<file path="src/rtl/uart_mem_bridge.sv">
// UART-driven debug initiator for the 16-bit MCU memory bus.
// Decodes 'W'/'R' command frames from uart_rx, runs one bus cycle per frame and replies through uart_tx.
module uart_mem_bridge #(
    parameter int unsigned RX_TIMEOUT  = 72000,
    parameter int unsigned BUS_TIMEOUT = 268435455,
    parameter int unsigned SYNC_STAGES = 2
) (
    input  logic        clk_72m,
    input  logic        reset,
    input  logic [7:0]  rx_data,
    input  logic        rx_ready,
    input  logic        rx_error,
    output logic [7:0]  tx_data,
    output logic        tx_ready,
    input  logic        tx_busy,
    output logic [15:0] bus_addr,
    output logic [15:0] bus_wdata,
    input  logic [15:0] bus_rdata,
    output logic        bus_en,
    output logic        bus_we,
    input  logic        bus_ready,
    output logic        busy,
    output logic        err_flag
);

    localparam logic [7:0] CMD_WRITE   = 8'h57;
    localparam logic [7:0] CMD_READ    = 8'h52;
    localparam logic [7:0] RSP_ACK     = 8'h4B;
    localparam logic [7:0] RSP_UNKNOWN = 8'h3F;
    localparam logic [7:0] RSP_TIMEOUT = 8'h54;

    localparam int unsigned    RXW      = $clog2(RX_TIMEOUT + 1);
    localparam logic [RXW-1:0] RX_LAST  = RXW'(RX_TIMEOUT - 1);
    localparam logic [27:0]    BUS_LAST = 28'(BUS_TIMEOUT - 1);

    typedef enum logic [3:0] {
        IDLE,
        GET_AH,
        GET_AL,
        GET_DH,
        GET_DL,
        BUS_REQ,
        BUS_WAIT,
        TX_LOAD,
        TX_GUARD,
        TX_WAIT
    } state_t;

    state_t                 state_q, state_d;
    logic                   is_write_q, is_write_d;
    logic [15:0]            bus_addr_q, bus_addr_d;
    logic [15:0]            bus_wdata_q, bus_wdata_d;
    logic                   bus_en_q, bus_en_d;
    logic                   bus_we_q, bus_we_d;
    logic [15:0]            resp_q, resp_d;
    logic [1:0]             resp_cnt_q, resp_cnt_d;
    logic                   resp_ok_q, resp_ok_d;
    logic                   err_q, err_d;
    logic [7:0]             tx_data_q, tx_data_d;
    logic                   tx_ready_q, tx_ready_d;
    logic [RXW-1:0]         rx_cnt_q, rx_cnt_d;
    logic [27:0]            bus_cnt_q, bus_cnt_d;
    logic                   guard_q, guard_d;
    logic [SYNC_STAGES-1:0] sync_q, sync_d;
    logic                   ready_s;

    assign ready_s = sync_q[SYNC_STAGES-1];

    always_ff @(posedge clk_72m or negedge reset) begin
        if (!reset) begin
            state_q     <= IDLE;
            is_write_q  <= 1'b0;
            bus_addr_q  <= '0;
            bus_wdata_q <= '0;
            bus_en_q    <= 1'b0;
            bus_we_q    <= 1'b0;
            resp_q      <= '0;
            resp_cnt_q  <= '0;
            resp_ok_q   <= 1'b0;
            err_q       <= 1'b0;
            tx_data_q   <= '0;
            tx_ready_q  <= 1'b0;
            rx_cnt_q    <= '0;
            bus_cnt_q   <= '0;
            guard_q     <= 1'b0;
            sync_q      <= '0;
        end else begin
            state_q     <= state_d;
            is_write_q  <= is_write_d;
            bus_addr_q  <= bus_addr_d;
            bus_wdata_q <= bus_wdata_d;
            bus_en_q    <= bus_en_d;
            bus_we_q    <= bus_we_d;
            resp_q      <= resp_d;
            resp_cnt_q  <= resp_cnt_d;
            resp_ok_q   <= resp_ok_d;
            err_q       <= err_d;
            tx_data_q   <= tx_data_d;
            tx_ready_q  <= tx_ready_d;
            rx_cnt_q    <= rx_cnt_d;
            bus_cnt_q   <= bus_cnt_d;
            guard_q     <= guard_d;
            sync_q      <= sync_d;
        end
    end

    always_comb begin
        state_d     = state_q;
        is_write_d  = is_write_q;
        bus_addr_d  = bus_addr_q;
        bus_wdata_d = bus_wdata_q;
        bus_en_d    = bus_en_q;
        bus_we_d    = bus_we_q;
        resp_d      = resp_q;
        resp_cnt_d  = resp_cnt_q;
        resp_ok_d   = resp_ok_q;
        err_d       = err_q;
        tx_data_d   = tx_data_q;
        tx_ready_d  = 1'b0;
        rx_cnt_d    = rx_cnt_q;
        bus_cnt_d   = bus_cnt_q;
        guard_d     = guard_q;
        sync_d      = (sync_q << 1) | SYNC_STAGES'(bus_ready);

        case (state_q)
            IDLE: begin
                rx_cnt_d = '0;
                if (rx_error) begin
                    err_d = 1'b1;
                end else if (rx_ready) begin
                    if (rx_data == CMD_WRITE || rx_data == CMD_READ) begin
                        is_write_d = (rx_data == CMD_WRITE);
                        state_d    = GET_AH;
                    end else begin
                        resp_d     = {RSP_UNKNOWN, 8'h00};
                        resp_cnt_d = 2'd1;
                        resp_ok_d  = 1'b0;
                        err_d      = 1'b1;
                        state_d    = TX_LOAD;
                    end
                end
            end

            GET_AH, GET_AL, GET_DH, GET_DL: begin
                if (rx_error) begin
                    err_d    = 1'b1;
                    rx_cnt_d = '0;
                    state_d  = IDLE;
                end else if (rx_ready) begin
                    rx_cnt_d = '0;
                    if (state_q == GET_AH) begin
                        bus_addr_d[15:8] = rx_data;
                        state_d          = GET_AL;
                    end else if (state_q == GET_AL) begin
                        bus_addr_d[7:0] = rx_data;
                        state_d         = is_write_q ? GET_DH : BUS_REQ;
                    end else if (state_q == GET_DH) begin
                        bus_wdata_d[15:8] = rx_data;
                        state_d           = GET_DL;
                    end else begin
                        bus_wdata_d[7:0] = rx_data;
                        state_d          = BUS_REQ;
                    end
                end else if (rx_cnt_q == RX_LAST) begin
                    // Inter-byte gap too long: drop the frame silently.
                    err_d    = 1'b1;
                    rx_cnt_d = '0;
                    state_d  = IDLE;
                end else begin
                    rx_cnt_d = rx_cnt_q + 1'b1;
                end
            end

            BUS_REQ: begin
                if (rx_error) begin
                    err_d   = 1'b1;
                    state_d = IDLE;
                end else begin
                    bus_en_d  = 1'b1;
                    bus_we_d  = is_write_q;
                    bus_cnt_d = '0;
                    state_d   = BUS_WAIT;
                end
            end

            BUS_WAIT: begin
                if (rx_error) begin
                    bus_en_d = 1'b0;
                    bus_we_d = 1'b0;
                    err_d    = 1'b1;
                    state_d  = IDLE;
                end else if (ready_s) begin
                    bus_en_d  = 1'b0;
                    bus_we_d  = 1'b0;
                    resp_ok_d = 1'b1;
                    state_d   = TX_LOAD;
                    if (is_write_q) begin
                        resp_d     = {RSP_ACK, 8'h00};
                        resp_cnt_d = 2'd1;
                    end else begin
                        resp_d     = bus_rdata;
                        resp_cnt_d = 2'd2;
                    end
                end else if (bus_cnt_q == BUS_LAST) begin
                    bus_en_d   = 1'b0;
                    bus_we_d   = 1'b0;
                    err_d      = 1'b1;
                    resp_d     = {RSP_TIMEOUT, 8'h00};
                    resp_cnt_d = 2'd1;
                    resp_ok_d  = 1'b0;
                    state_d    = TX_LOAD;
                end else begin
                    bus_cnt_d = bus_cnt_q + 1'b1;
                end
            end

            TX_LOAD: begin
                if (!tx_busy) begin
                    tx_data_d  = resp_q[15:8];
                    tx_ready_d = 1'b1;
                    resp_d     = {resp_q[7:0], 8'h00};
                    resp_cnt_d = resp_cnt_q - 1'b1;
                    guard_d    = 1'b0;
                    state_d    = TX_GUARD;
                    if (resp_cnt_q == 2'd1 && resp_ok_q) begin
                        err_d = 1'b0;
                    end
                end
            end

            TX_GUARD: begin
                if (guard_q) begin
                    state_d = TX_WAIT;
                end else begin
                    guard_d = 1'b1;
                end
            end

            TX_WAIT: begin
                if (!tx_busy) begin
                    state_d = (resp_cnt_q != 2'd0) ? TX_LOAD : IDLE;
                end
            end

            default: begin
                state_d = IDLE;
            end
        endcase
    end

    assign tx_data   = tx_data_q;
    assign tx_ready  = tx_ready_q;
    assign bus_addr  = bus_addr_q;
    assign bus_wdata = bus_wdata_q;
    assign bus_en    = bus_en_q;
    assign bus_we    = bus_we_q;
    assign busy      = (state_q != IDLE);
    assign err_flag  = err_q;

endmodule

</file>
<file path="config.mk">
export PLATFORM = sky130hd
export DESIGN_NAME = uart_mem_bridge
export DESIGN_NICKNAME = d
export VERILOG_FILES = /design/src/rtl/uart_mem_bridge.sv
export SDC_FILE = /design/constraint.sdc
export NUM_CORES = 1
export LEC_CHECK = 0
export ABC_AREA = 0
export ABC_CLOCK_PERIOD_IN_PS = 3100
export CORE_MARGIN = 1
export CORE_UTILIZATION = 55
export CTS_CLUSTER_DIAMETER = 30
export DETAILED_ROUTE_END_ITERATION = 10
export DONT_BUFFER_PORTS = 1
export PLACE_DENSITY = 0.69
export SETUP_SLACK_MARGIN = 0.05
export SLEW_MARGIN = 20
export SYNTH_ARGS = -nofsm -noshare
export SYNTH_HDL_FRONTEND = slang
export SYNTH_SLANG_ARGS = --single-unit
export TNS_END_PERCENT = 10
</file>
<file path="constraint.sdc">
create_clock -name clk_72m -period 3.1 [get_ports clk_72m]
set_input_delay 0 -clock clk_72m [delete_from_list [all_inputs] [get_ports clk_72m]]
set_output_delay 0 -clock clk_72m [all_outputs]
set_load 0.01 [all_outputs]
</file>
-- After elaboration in Yosys (flattened, before gate mapping)
Index checks and enable logic that the tools add are counted.
- input bits: 30
- output and inout port bits: 45
- register bits after elaboration: 116
- add/sub/neg operators: 3
- reduce and logical (&&, ||, !) cells: 25
- equality and inequality tests: 35
- bitwise logic cells: 6
- muxes and demuxes: 76
- operators with widths (operator ; number):
    $mux 16 ; 8
    $mux 28 ; 4
    $pmux 28 s2 ; 1
    $mux 17 ; 3
    $pmux 16 s3 ; 1
    $mux 4 ; 11
    $pmux 17 s2 ; 1
    $add 28x1->28 const B ; 1
    $eq 28x28->1 const B ; 1
    $pmux 4 s7 ; 1
    $mux 1 ; 26
    $ne 2x2->1 const B ; 12
    $ne 3x3->1 const B ; 7
    $mux 3 ; 6
    $reduce_and 6->1 ; 3
    $add 17x1->17 const B ; 1
    $eq 17x17->1 const B ; 1
    $eq 4x3->1 const B ; 4
    $eq 8x7->1 const B ; 2
    $mux 2 ; 8
    $reduce_and 7->1 ; 2
    $reduce_and 10->1 ; 1
    $reduce_and 5->1 ; 2
    $reduce_bool 2->1 ; 5
    other kinds (21) ; 33

-- Depth between registers and ports, before layout
Gate-level depths: netlist of run 1.
- depth in word-level cells: 7
- depth in mapped cells: 9
- depth with buffers taken out: 7

-- Worst setup path after synthesis of run 1
No wires, ideal clock.
- path kind: register -> register
- start: register rx_cnt_q[13]
- end: register state_q[0]
- setup time: 0.128 ns
- data required time: 2.972 ns
- cell stages (with the launch flop): 6
- arrival: 2.133 ns
- buffers on the path: 0
- slack: 0.839 ns
- clock period less this slack: 2.261 ns
- cells stage by stage: dfrtp_1 > or4bb_1 > nor4_4 > nor3_4 > nor4_4 > mux2_1
- word-level cells in the longest chain between the ends: 3
- RTL lines (element ; RTL line ; source):
    start, declared ; 61 ; logic [RXW-1:0] rx_cnt_q, rx_cnt_d;
    start signal, assigned ; 100 ; rx_cnt_q <= rx_cnt_d;
    $eq 17x17->1 ; 164 ; end else if (rx_cnt_q == RX_LAST) begin
    $ne 4x4->1 (no source line) ; n/a ;
    $reduce_and 7->1 (no source line) ; n/a ;
    end signal, assigned ; 88 ; state_q <= state_d;
    end, declared ; 49 ; state_t state_q, state_d;
No other way between the ends.
A chain may end at the register's enable or synchronous reset.

-- Worst setup path after layout of run 1
- start: register state_q[1]
- end: register is_write_q
- word-level cells in the longest chain between the ends: 2
- RTL lines (element ; RTL line ; source):
    $logic_not 4->1 ; 125 ; case (state_q)
    $reduce_and 4->1 (no source line) ; n/a ;
    end signal, assigned ; 89 ; is_write_q <= is_write_d;
    end, declared ; 50 ; logic is_write_q, is_write_d;
No other way between the ends.

==> results.md, run 1 <==
* Drt first pass iters at 4
* Yosys cell types at 64
* CP arrival at about 3.2 ns
* Routed WL per cell at 17.6 um
* Post-route cell area at roughly 7000 um^2
* DRT iter0 DRCs at 243
* Number of maximum-capacitance violations at 0
* Avg Inst Size Synth at approximately 10 um^2
* Pin count of the biggest net entering global routing at 117
* Post-Route Setup TNS at 0 ns
* CP required at between 3 and 4 ns
* Clk Latency, worst-skew pair at between 0.5 and 0.6 ns
* Status: finished clean
* Pre-CTS WS at 0.464 ns
* Yosys warns at 0
* Core footprint at 10300 um^2
* Crit end category: flip-flop
* Initial core utilization at 0.565
* Netlist Area Pre-Place at 5810 um^2
* IO Pins at 75
* Post-Syn Instances at 557
* Most numerous cell on the critical path: dlygate4sd3_1
* Crit path max fanout at 17
* Slew @ Worst Pin at between 0.8 and 0.9 ns
* Setup Viol. Count Final at 0
* H-tree levels at 4
* Crit path time final at 2.77 ns
* WL final at 13.0 mm
* First-pass GRT wire length at 21.8 mm
* Post-route ant nets at 0
* GPL Wtd Cong at 0.841
* Clock root buffer master: clkbuf_8
* Vias at 4385
* Synthesized flop and latch total at ~120
* Vias per Instance at 5.95
* P_leak at 2.90 nW
* Initial antenna violation count at 0
* Num rows at 37
* Post-DP Area at 5920 um^2
* Post-synth ARST share at 1.00
* Total power at about 5.6 mW
* Post-route clock period utilization at 0.893
* GRT overflow at 0
* Reg clk slew, reported paths at 0.05 ns
* Sequential fraction of the synthesis area at 0.500
* Commonest non-fill, non-tap cell in the layout: dfrtp_1
* CTS tree: done
* F_max at 361 MHz
* # Post-CTS Setup Buffers at 0
* Top FF cell, synth: dfrtp_1
* Crit path largest cell delay at approximately 0.59 ns
* Filler Cell Count at 785
* Die footprint at 11000 um^2
* Clock buffer depth at 2
* Hold Crit Class: input port to flip-flop
* Met1 Routed Length at 5.99 mm
* Most frequent cells in the layout: dfrtp_1, nand2_1, mux2_2, nor2_1, a21oi_1
* Number of global-route vias before repair at 4412
* Critical path's slowest cell: nor4_1
* Fin nets at 624
* # diodes at 0
* Fin. Hold Viols at 0
* Critical path cell sequence: nor4_1, nand4b_1, a21oi_1, dlygate4sd3_1, nor2_1, dlygate4sd3_1
* Final WS setup at 0.333 ns
* R2r setup slk at 0.33 ns
* RSZ-0062 raised after global routing: false
* Placed cell count at 674
* Final Util at 0.663
* Pins over their slew limit at 0
* PostCTS Resize Cnt at 0
* Syn-to-layout area delta at 17.3%
* EDFF count, synth at 0
* IO buf count at 0
* Overall Global Routing Usage at 0.254
* Layout cells sized above 1 at 0.156
* Nature of the critical path startpoint: flip-flop
* VDD IR max at between 500 and 600 uV
* Buf/Inv on CP at 2
* TritonCTS Buffers at 17
* Dpl hpwl at 8.28 mm
* Type of the worst setup path: flip-flop to flip-flop
* DIE HEIGHT at 105 um
* Routed length on met2 at 6.08 mm
* CTS sink count at around 120
* Multi-input gate area at 2700 um^2
* Remaining DRCs at 0
* Final Skew at 0.0179 ns
* Met3 wire len at 714 um
* Power density over the cells at around 830 nW/um^2
* Crit-path leading delay family: buffers and inverters
* Max layer used: met4
* Slew headroom at 0.452
* WHS at 0.0289 ns
* DIE WIDTH at ~100 um
* Mapped Nets at 592
* Fin cells at ~740
* Register area at between 2000 and 3000 um^2
path summary, 6_finish.rpt:
path                             from            to  cells past startpoint
min in group asynchronous       reset  bus_cnt_q[5]                      2
setup reg to reg           state_q[1]    is_write_q                      6
hold / removal               rx_ready    state_q[1]                      4
setup / recovery           state_q[1]    is_write_q                      6
hold reg to reg             sync_q[0]     sync_q[1]                      0
max in group asynchronous       reset   rx_cnt_q[6]                      2
cell type report:
| cell class | count | area share |
|---|---|---|
| flip-flops and latches | 116 | 0.426 |
| inverters | 18 | 0.00991 |
| clock inverters | 9 | 0.0154 |
| clock buffers | 22 | 0.0665 |
| repair buffers | 42 | 0.0606 |
| well taps | 136 | 0.0250 |
| multi-input cells | 394 | 0.397 |
synth_stat cells (4+ instances only):
cell type	number	area [um^2]
dfrtp_1	116	2900
mux2_2	42	473
nand2_1	42	158
nor2_1	37	139
a21oi_1	36	180
o21ai_0	33	165
or3_1	20	125
inv_1	18	67.6
nand3_1	18	90.1
clkbuf_1	17	63.8
mux2i_1	12	120
nand4_1	12	75.1
nand2b_1	10	62.6
nor3_1	10	50.1
and3_1	9	56.3
xor2_1	8	70.1
a2bb2oi_1	6	52.6
and4_1	6	52.6
buf_2	6	30.0
nor4_1	6	37.5
o31ai_1	6	45.0
ha_1	5	62.6
nand4b_1	4	35.0
xnor2_1	4	35.0
state kept, by name, indices dropped and copies added, names as in the netlist:
register / cells
bus_cnt_q: 28
rx_cnt_q: 17
bus_addr: 16
bus_wdata: 16
resp_q: 16
tx_data: 8
state_q: 4
resp_cnt_q: 2
sync_q: 2
bus_en: 1
bus_we: 1
err_flag: 1
guard_q: 1
is_write_q: 1
resp_ok_q: 1
tx_ready: 1
report_power, final:
group,leakage [nW],total [mW],internal [mW],switching [mW]
clock network,0.275,1.83,1.18,0.657
logic,1.12,1.40,0.682,0.718
registers,1.51,2.41,1.92,0.492
worst reg2reg max path, stage by stage (launching register included):
cell and delay, ns:
dfrtp_1 0.56, nor4_1 0.59, nand4b_1 0.19, a21oi_1 0.17, dlygate4sd3_1 0.55, nor2_1 0.04
dlygate4sd3_1 0.55
per-layer routing:
metal  up-vias  GRT usage
met5         -          0
met4         0     0.0956
met2        99      0.401
met1      2172      0.339
li1       2096          -
met3        18     0.0667
cells by family after synthesis:
logic type,after synthesis,synth area share
buffers and inverters,47,0.0355
AOI/OAI and AO/OA,117,0.128
and+or+nand+nor,203,0.200
xor gates and xnor gates,12,0.0181
adders and majority gates,5,0.0108
muxes,57,0.108
DFF,116,0.500
timing repair:
item                       CTS  global route
hold buffers                32             0
setup endpoints to repair    0             0
hold endpoints to repair   194             0
Power figures use the tool's default switching activity.
==> run 2, diff against run 1 <==
Settings changed: ABC_CLOCK_PERIOD_IN_PS 3100 to 2760.
Clock period 3.1 ns to 2.76 ns, I/O delays scaled along.
==> run 2 against run 1 <==
Against the previous run:
- fmax grew 8.3%
- first-iteration DRC count grew 59%
- die area stayed put
- clock power grew 18%
- total power is 16% higher
- via count increased by 1.5%
- worst hold slack better by 0.0055 ns
- clock skew decreased by 0.0096 ns
- routed wire length increased by 2.5%
==> results.md, run 2 (same netlist as run 1, synthesis figures left out) <==
* Status: finished clean (unchanged)
* Post-route ant nets at 0 (unchanged)
* Vias at 4451 (was 4385)
* Worst R2R Start: state_q[1] (unchanged)
* Crit path time final at 2.55 ns (was 2.77 ns)
* Power density over the cells at 944 nW/um^2 (was 828 nW/um^2)
* Initial antenna violation count at 0 (unchanged)
* WHS at 0.0345 ns (was 0.0289 ns)
* DIE HEIGHT at 105 um (unchanged)
* Clock buffer depth at 2 (unchanged)
* Worst Setup EP: is_write_q (unchanged)
* Routed WL per cell at 17.9 um (was 17.6 um)
* Post-route clock period utilization at 0.925 (was 0.893)
* Pins over their slew limit at 0 (unchanged)
* DIE WIDTH at 105 um (unchanged)
* Met3 wire len at 749 um (was 714 um)
* Commonest non-fill, non-tap cell in the layout: dfrtp_1 (unchanged)
* Overall Global Routing Usage at 0.262 (was 0.254)
* Post-route cell area at 6910 um^2 (was 6820 um^2)
* Type of the worst setup path: flip-flop to flip-flop (unchanged)
* PostCTS Resize Cnt at 0 (unchanged)
* Setup Viol. Count Final at 0 (unchanged)
* R2r setup slk at 0.21 ns (was 0.33 ns)
* WL final at 13.3 mm (was 13.0 mm)
* Pin count of the biggest net entering global routing at 117 (unchanged)
* Nature of the critical path startpoint: flip-flop (unchanged)
* CP arrival at 2.97 ns (was 3.17 ns)
* F_max at 392 MHz (was 361 MHz)
* Core footprint at 10300 um^2 (unchanged)
* Max layer used: met4 (unchanged)
* # Post-CTS Setup Buffers at 0 (unchanged)
* Die footprint at 11000 um^2 (unchanged)
* Slew @ Worst Pin at 0.724 ns (was 0.816 ns)
* GRT overflow at 0 (unchanged)
* Hold Path Stages at 4 (unchanged)
* Most numerous cell on the critical path: dlygate4sd3_1 (unchanged)
* Fin nets at 630 (was 624)
* P_leak at 2.94 nW (was 2.90 nW)
* Max FFs per register at 28 (unchanged)
* Routed length on met2 at 6.20 mm (was 6.08 mm)
* CTS tree: done (unchanged)
* Critical path cell sequence: nor4_1, buf_4, nand4b_1, a21oi_1, dlygate4sd3_1, nor2_1, dlygate4sd3_1 (was nor4_1, nand4b_1, a21oi_1, dlygate4sd3_1, nor2_1, dlygate4sd3_1)
* Crit path largest cell delay at 0.56 ns (was 0.59 ns)
* Clock root buffer master: clkbuf_8 (unchanged)
* Post-Route Setup TNS at 0 ns (unchanged)
* First-pass GRT wire length at 22.3 mm (was 21.8 mm)
* IO Pins at 75 (unchanged)
* Pre-CTS WS at 0.345 ns (was 0.464 ns)
* Post-DP Area at 5980 um^2 (was 5920 um^2)
* Number of global-route vias before repair at 4493 (was 4412)
* Crit path max fanout at 17 (unchanged)
* IO buf count at 0 (unchanged)
* Critical path's slowest cell: dlygate4sd3_1 (was nor4_1)
* Vias per Instance at 5.98 (was 5.95)
* Slew headroom at 0.514 (was 0.452)
* Initial core utilization at 0.565 (unchanged)
* Dpl hpwl at 8.71 mm (was 8.28 mm)
* Layout cells sized above 1 at 0.171 (was 0.156)
* Num rows at 37 (unchanged)
* TritonCTS Buffers at 17 (unchanged)
* Hold Crit Class: input port to flip-flop (unchanged)
* Worst setup path startpoint: state_q[1] (unchanged)
* Number of maximum-capacitance violations at 0 (unchanged)
* Path depth of the worst reg2reg path at 7 (was 6)
* DRT iter0 DRCs at 386 (was 243)
* Clk Latency, worst-skew pair at 0.53 ns (about the same)
* Fin. Hold Viols at 0 (unchanged)
* Final WS setup at 0.206 ns (was 0.333 ns)
* RSZ-0062 raised after global routing: false (unchanged)
* GPL Wtd Cong at 0.864 (was 0.841)
* Met1 Routed Length at 6.14 mm (was 5.99 mm)
* Reg clk slew, reported paths at 0.06 ns (was 0.05 ns)
* Crit end category: flip-flop (unchanged)
* # diodes at 0 (unchanged)
* Worst flop-to-flop path endpoint: is_write_q (unchanged)
* Most frequent cells in the layout: dfrtp_1, nand2_1, mux2_2, nor2_1, a21oi_1 (unchanged)
* Final Skew at 0.00829 ns (was 0.0179 ns)
* CP required at 3.17 ns (was 3.50 ns)
* CTS sink count at 116 (unchanged)
* VDD IR max at 780 uV (was 548 uV)
* H-tree levels at 4 (unchanged)
* Largest reg by FF count: bus_cnt_q (unchanged)
* Remaining DRCs at 0 (unchanged)
* Largest regs: bus_cnt_q x28, rx_cnt_q x17 (unchanged)
* Drt first pass iters at 4 (unchanged)
* Syn-to-layout area delta at 18.9% (was 17.3%)
-- run 2: stage by stage --
step / total power, mW / cells / util
floorplan: 3.86 / 557 / -
global placement: 4.20 / 680 / 0.582
detailed placement: 4.28 / 680 / 0.582
CTS: 6.56 / 744 / 0.672
global route: 6.86 / 744 / 0.672
finish: 6.52 / 744 / 0.672
-- run 2: how the worst min path moves through the flow --
stage | from | end
after global placement | reset | bus_cnt_q[5]
after detailed placement | reset | bus_cnt_q[5]
final | rx_error | state_q[0]
after CTS | bus_ready | sync_q[0]
after floorplan | reset | bus_addr[0]
after global routing | bus_ready | sync_q[0]
-- run 2: layout make-up --
cell class / instances / area, um^2
well taps: 136 / 170
repair buffers: 48 / 470
multi-input cells: 394 / 2700
fillers: 793 / 3370
clock buffers: 19 / 442
flip-flops and latches: 116 / 2900
inverters: 18 / 67.6
clock inverters: 13 / 149
-- run 2: worst max-delay path, delay by kind of cell, from the launching register on --
family / cells / cell delay (ns)
and+or+nand+nor: 3 / 0.46
buffers and inverters: 3 / 1.28
AOI/OAI and AO/OA: 1 / 0.14
DFF: 1 / 0.55
-- run 2: where the power goes --
part	leakage [nW]	internal, mW	switching [mW]
Clock	0.281	1.34	0.813
Sequential	1.51	2.15	0.518
Combinational	1.15	0.824	0.871
Total	2.94	4.32	2.20
-- run 2: repair_timing --
item / in CTS / in global routing
hold buffers: 32 / 0
endpoints found under the hold margin: 196 / 0
endpoints found under the setup margin: 0 / 0
-- run 2: per-layer routing --
metal,vias to the layer above,track usage
met3,20,0.0842
met4,0,0.0915
met5,-,0
met1,2215,0.344
met2,102,0.410
li1,2114,-
==> run 3, diff against run 2 <==
==> constraint.sdc (replaced) <==
create_clock -name clk_72m -period 2.76 [get_ports clk_72m]
set_input_delay 0.69 -clock clk_72m [delete_from_list [all_inputs] [get_ports clk_72m]]
set_output_delay 0.69 -clock clk_72m [all_outputs]
set_load 0.01 [all_outputs]
==> run 3 against run 2 <==
Against the previous run:
- combinational power about the same
- routed wire length down 4.2%
- sequential share of layout area up 2.0 points
- utilization fell by 3.1 points
- fmax rose by 4.1%
- critical path type unchanged
- the flow now finishes with violations (negative hold slack)
- critical endpoint is now state_q[0]
- clock skew down 0.0021 ns
- first-iteration DRC count shrank 22%
- register-to-register slack better by 0.10 ns
- non-clock buffer count fell by 29
- cell count is 3.9% lower
- sequential power is essentially flat
- worst hold slack got worse by 0.16 ns
==> results.md, run 3 (same netlist as run 1, synthesis figures left out) <==
* Status: finished, violations left (was finished clean)
* Failing checks: negative hold slack
* Setup Viol. Count Final at 0 (unchanged)
* RSZ-0062 raised after global routing: false (unchanged)
* Number of global-route vias before repair at 4371 (was 4493)
* Post-DP Area at 6000 um^2 (was 5980 um^2)
* Total power at 6.44 mW (was 6.52 mW)
* Slew @ Worst Pin at 0.846 ns (was 0.724 ns)
* CP arrival at 2.85 ns (was 2.97 ns)
* Post-route clock period utilization at 0.888 (was 0.925)
* Final Skew at 0.00622 ns (was 0.00829 ns)
* M3 GR Usage at 0.0948 (was 0.0842)
* Overall Global Routing Usage at 0.251 (was 0.262)
* Pint at 4.33 mW (was 4.32 mW)
* Commonest non-fill, non-tap cell in the layout: dfrtp_1 (unchanged)
* Largest reg by FF count: bus_cnt_q (unchanged)
* Nature of the critical path startpoint: flip-flop (unchanged)
* PostCTS Resize Cnt at 0 (unchanged)
* Clk Latency, worst-skew pair at 0.52 ns (was 0.53 ns)
* Syn-to-layout area delta at 13.4% (was 18.9%)
* Max FFs per register at 28 (unchanged)
* Fin nets at 601 (was 630)
* CTS tree: done (unchanged)
* Switching Share at 0.328 (was 0.338)
* Vias at 4334 (was 4451)
* Routed WL per cell at 17.8 um (was 17.9 um)
* VDD IR max at 715 uV (was 780 uV)
* CTS sink count at 116 (unchanged)
* CP required at 3.15 ns (was 3.17 ns)
* Die footprint at 11000 um^2 (unchanged)
* Layout cells sized above 1 at 0.181 (was 0.171)
* Pins over their slew limit at 0 (unchanged)
* Worst setup path startpoint: rx_cnt_q[13] (was state_q[1])
* DIE WIDTH at 105 um (unchanged)
* Power density over the cells at 978 nW/um^2 (was 944 nW/um^2)
* Clock buffer depth at 2 (unchanged)
* Grt met2 use at 0.381 (was 0.410)
* R2r setup slk at 0.31 ns (was 0.21 ns)
* Sequential share of power at 0.411 (was 0.409)
* Type of the worst setup path: flip-flop to flip-flop (unchanged)
* Clock root buffer master: clkbuf_8 (unchanged)
* IO Pins at 75 (unchanged)
* Gr busiest metal: met2 (unchanged)
* Post-route cell area at 6590 um^2 (was 6910 um^2)
* H-tree levels at 4 (unchanged)
* Initial core utilization at 0.565 (unchanged)
* Largest regs: bus_cnt_q x28, rx_cnt_q x17 (unchanged)
* Clock share of power at 0.331 (about the same)
* Dpl hpwl at 8.47 mm (was 8.71 mm)
* Slew headroom at 0.432 (was 0.514)
* F_max at 408 MHz (was 392 MHz)
* # diodes at 0 (unchanged)
* WHS at -0.130 ns (was 0.0345 ns)
* Vias per Instance at 6.06 (was 5.98)
* Initial antenna violation count at 0 (unchanged)
* TritonCTS Buffers at 17 (unchanged)
* Post-route ant nets at 0 (unchanged)
* Num rows at 37 (unchanged)
* Pin count of the biggest net entering global routing at 117 (unchanged)
* Core footprint at 10300 um^2 (unchanged)
* Hold Crit Class: input port to asynchronous set/reset pin (was input port to flip-flop)
* DIE HEIGHT at 105 um (unchanged)
* Number of maximum-capacitance violations at 0 (unchanged)
* WL final at 12.7 mm (was 13.3 mm)
* Drt first pass iters at 5 (was 4)
* Logic pwr share at 0.259 (was 0.260)
* Worst R2R Start: rx_cnt_q[13] (was state_q[1])
* GPL Wtd Cong at 0.830 (was 0.864)
* Reg clk slew, reported paths at 0.06 ns (about the same)
* DRT iter0 DRCs at 300 (was 386)
* # Post-CTS Setup Buffers at 0 (unchanged)
* Worst flop-to-flop path endpoint: state_q[0] (was is_write_q)
* Final Util at 0.641 (was 0.672)
* Path depth of the worst reg2reg path at 5 (was 7)
* Post-Route Setup TNS at 0 ns (unchanged)
* Remaining DRCs at 0 (unchanged)
* P_leak at 2.80 nW (was 2.94 nW)
* P_sw at 2.11 mW (was 2.20 mW)
* Fin. Hold Viols at 116 (was 0)
* Crit end category: flip-flop (unchanged)
* Most frequent cells in the layout: dfrtp_1, nand2_1, mux2_2, nor2_1, a21oi_1 (unchanged)
* GRT overflow at 0 (unchanged)
* Met1 GRT Util at 0.333 (was 0.344)
* IO buf count at 0 (unchanged)
* First-pass GRT wire length at 21.6 mm (was 22.3 mm)
* Crit path time final at 2.45 ns (was 2.55 ns)
* Crit path max fanout at 6 (was 17)
==> run 3: area by class of cell <==
class | count | area [um^2]
clock buffer | 21 | 459
inverter | 18 | 67.6
timing repair buffer | 19 | 155
sequential | 116 | 2900
clock inverter | 11 | 128
multi-input combinational | 394 | 2700
tap | 136 | 170
fill | 827 | 3690
==> run 3: power groups by stage <==
stage / Sequential, mW / Combinational [mW] / Clock [mW]
global route: 2.70 / 1.83 / 2.25
floorplan: 2.53 / 1.33 / 0
finish: 2.65 / 1.67 / 2.13
global placement: 2.65 / 1.61 / 0
detailed placement: 2.66 / 1.65 / 0
CTS: 2.64 / 1.67 / 2.17
==> run 3: metal layers <==
| layer | share of wire | up-vias |
|---|---|---|
| met1 | 0.45 | 2122 |
| met4 | 0.011 | 0 |
| li1 | - | 2063 |
| met2 | 0.46 | 138 |
| met5 | 0 | - |
| met3 | 0.080 | 11 |
==> run 3: how the worst max path moves through the flow <==
stage	to	cells after the start
2_1_floorplan	rx_cnt_q[8]	7
3_3_place_gp	bus_cnt_q[21]	5
3_5_place_dp	bus_cnt_q[21]	5
4_1_cts	state_q[0]	5
5_1_grt	bus_cnt_q[20]	7
6_report	state_q[0]	5
==> run 3: worst max-delay path, cell delays in order, from the launching register on <==
cell and delay, ns:
dfrtp_1 0.42, or4bb_1 0.59, nor4_4 0.51, nor3_4 0.08, nor4_4 0.38, mux2_1 0.36
==> run 3: through the flow <==
step           worst slack [ns]  std cells  hold WS, ns
6_report                  0.308        715       -0.130
5_1_grt                  0.0854        715       -0.160
4_1_cts                   0.324        715       -0.154
3_5_place_dp              0.257        683        0.339
3_3_place_gp              0.282        683        0.334
2_1_floorplan             0.295        557        0.331
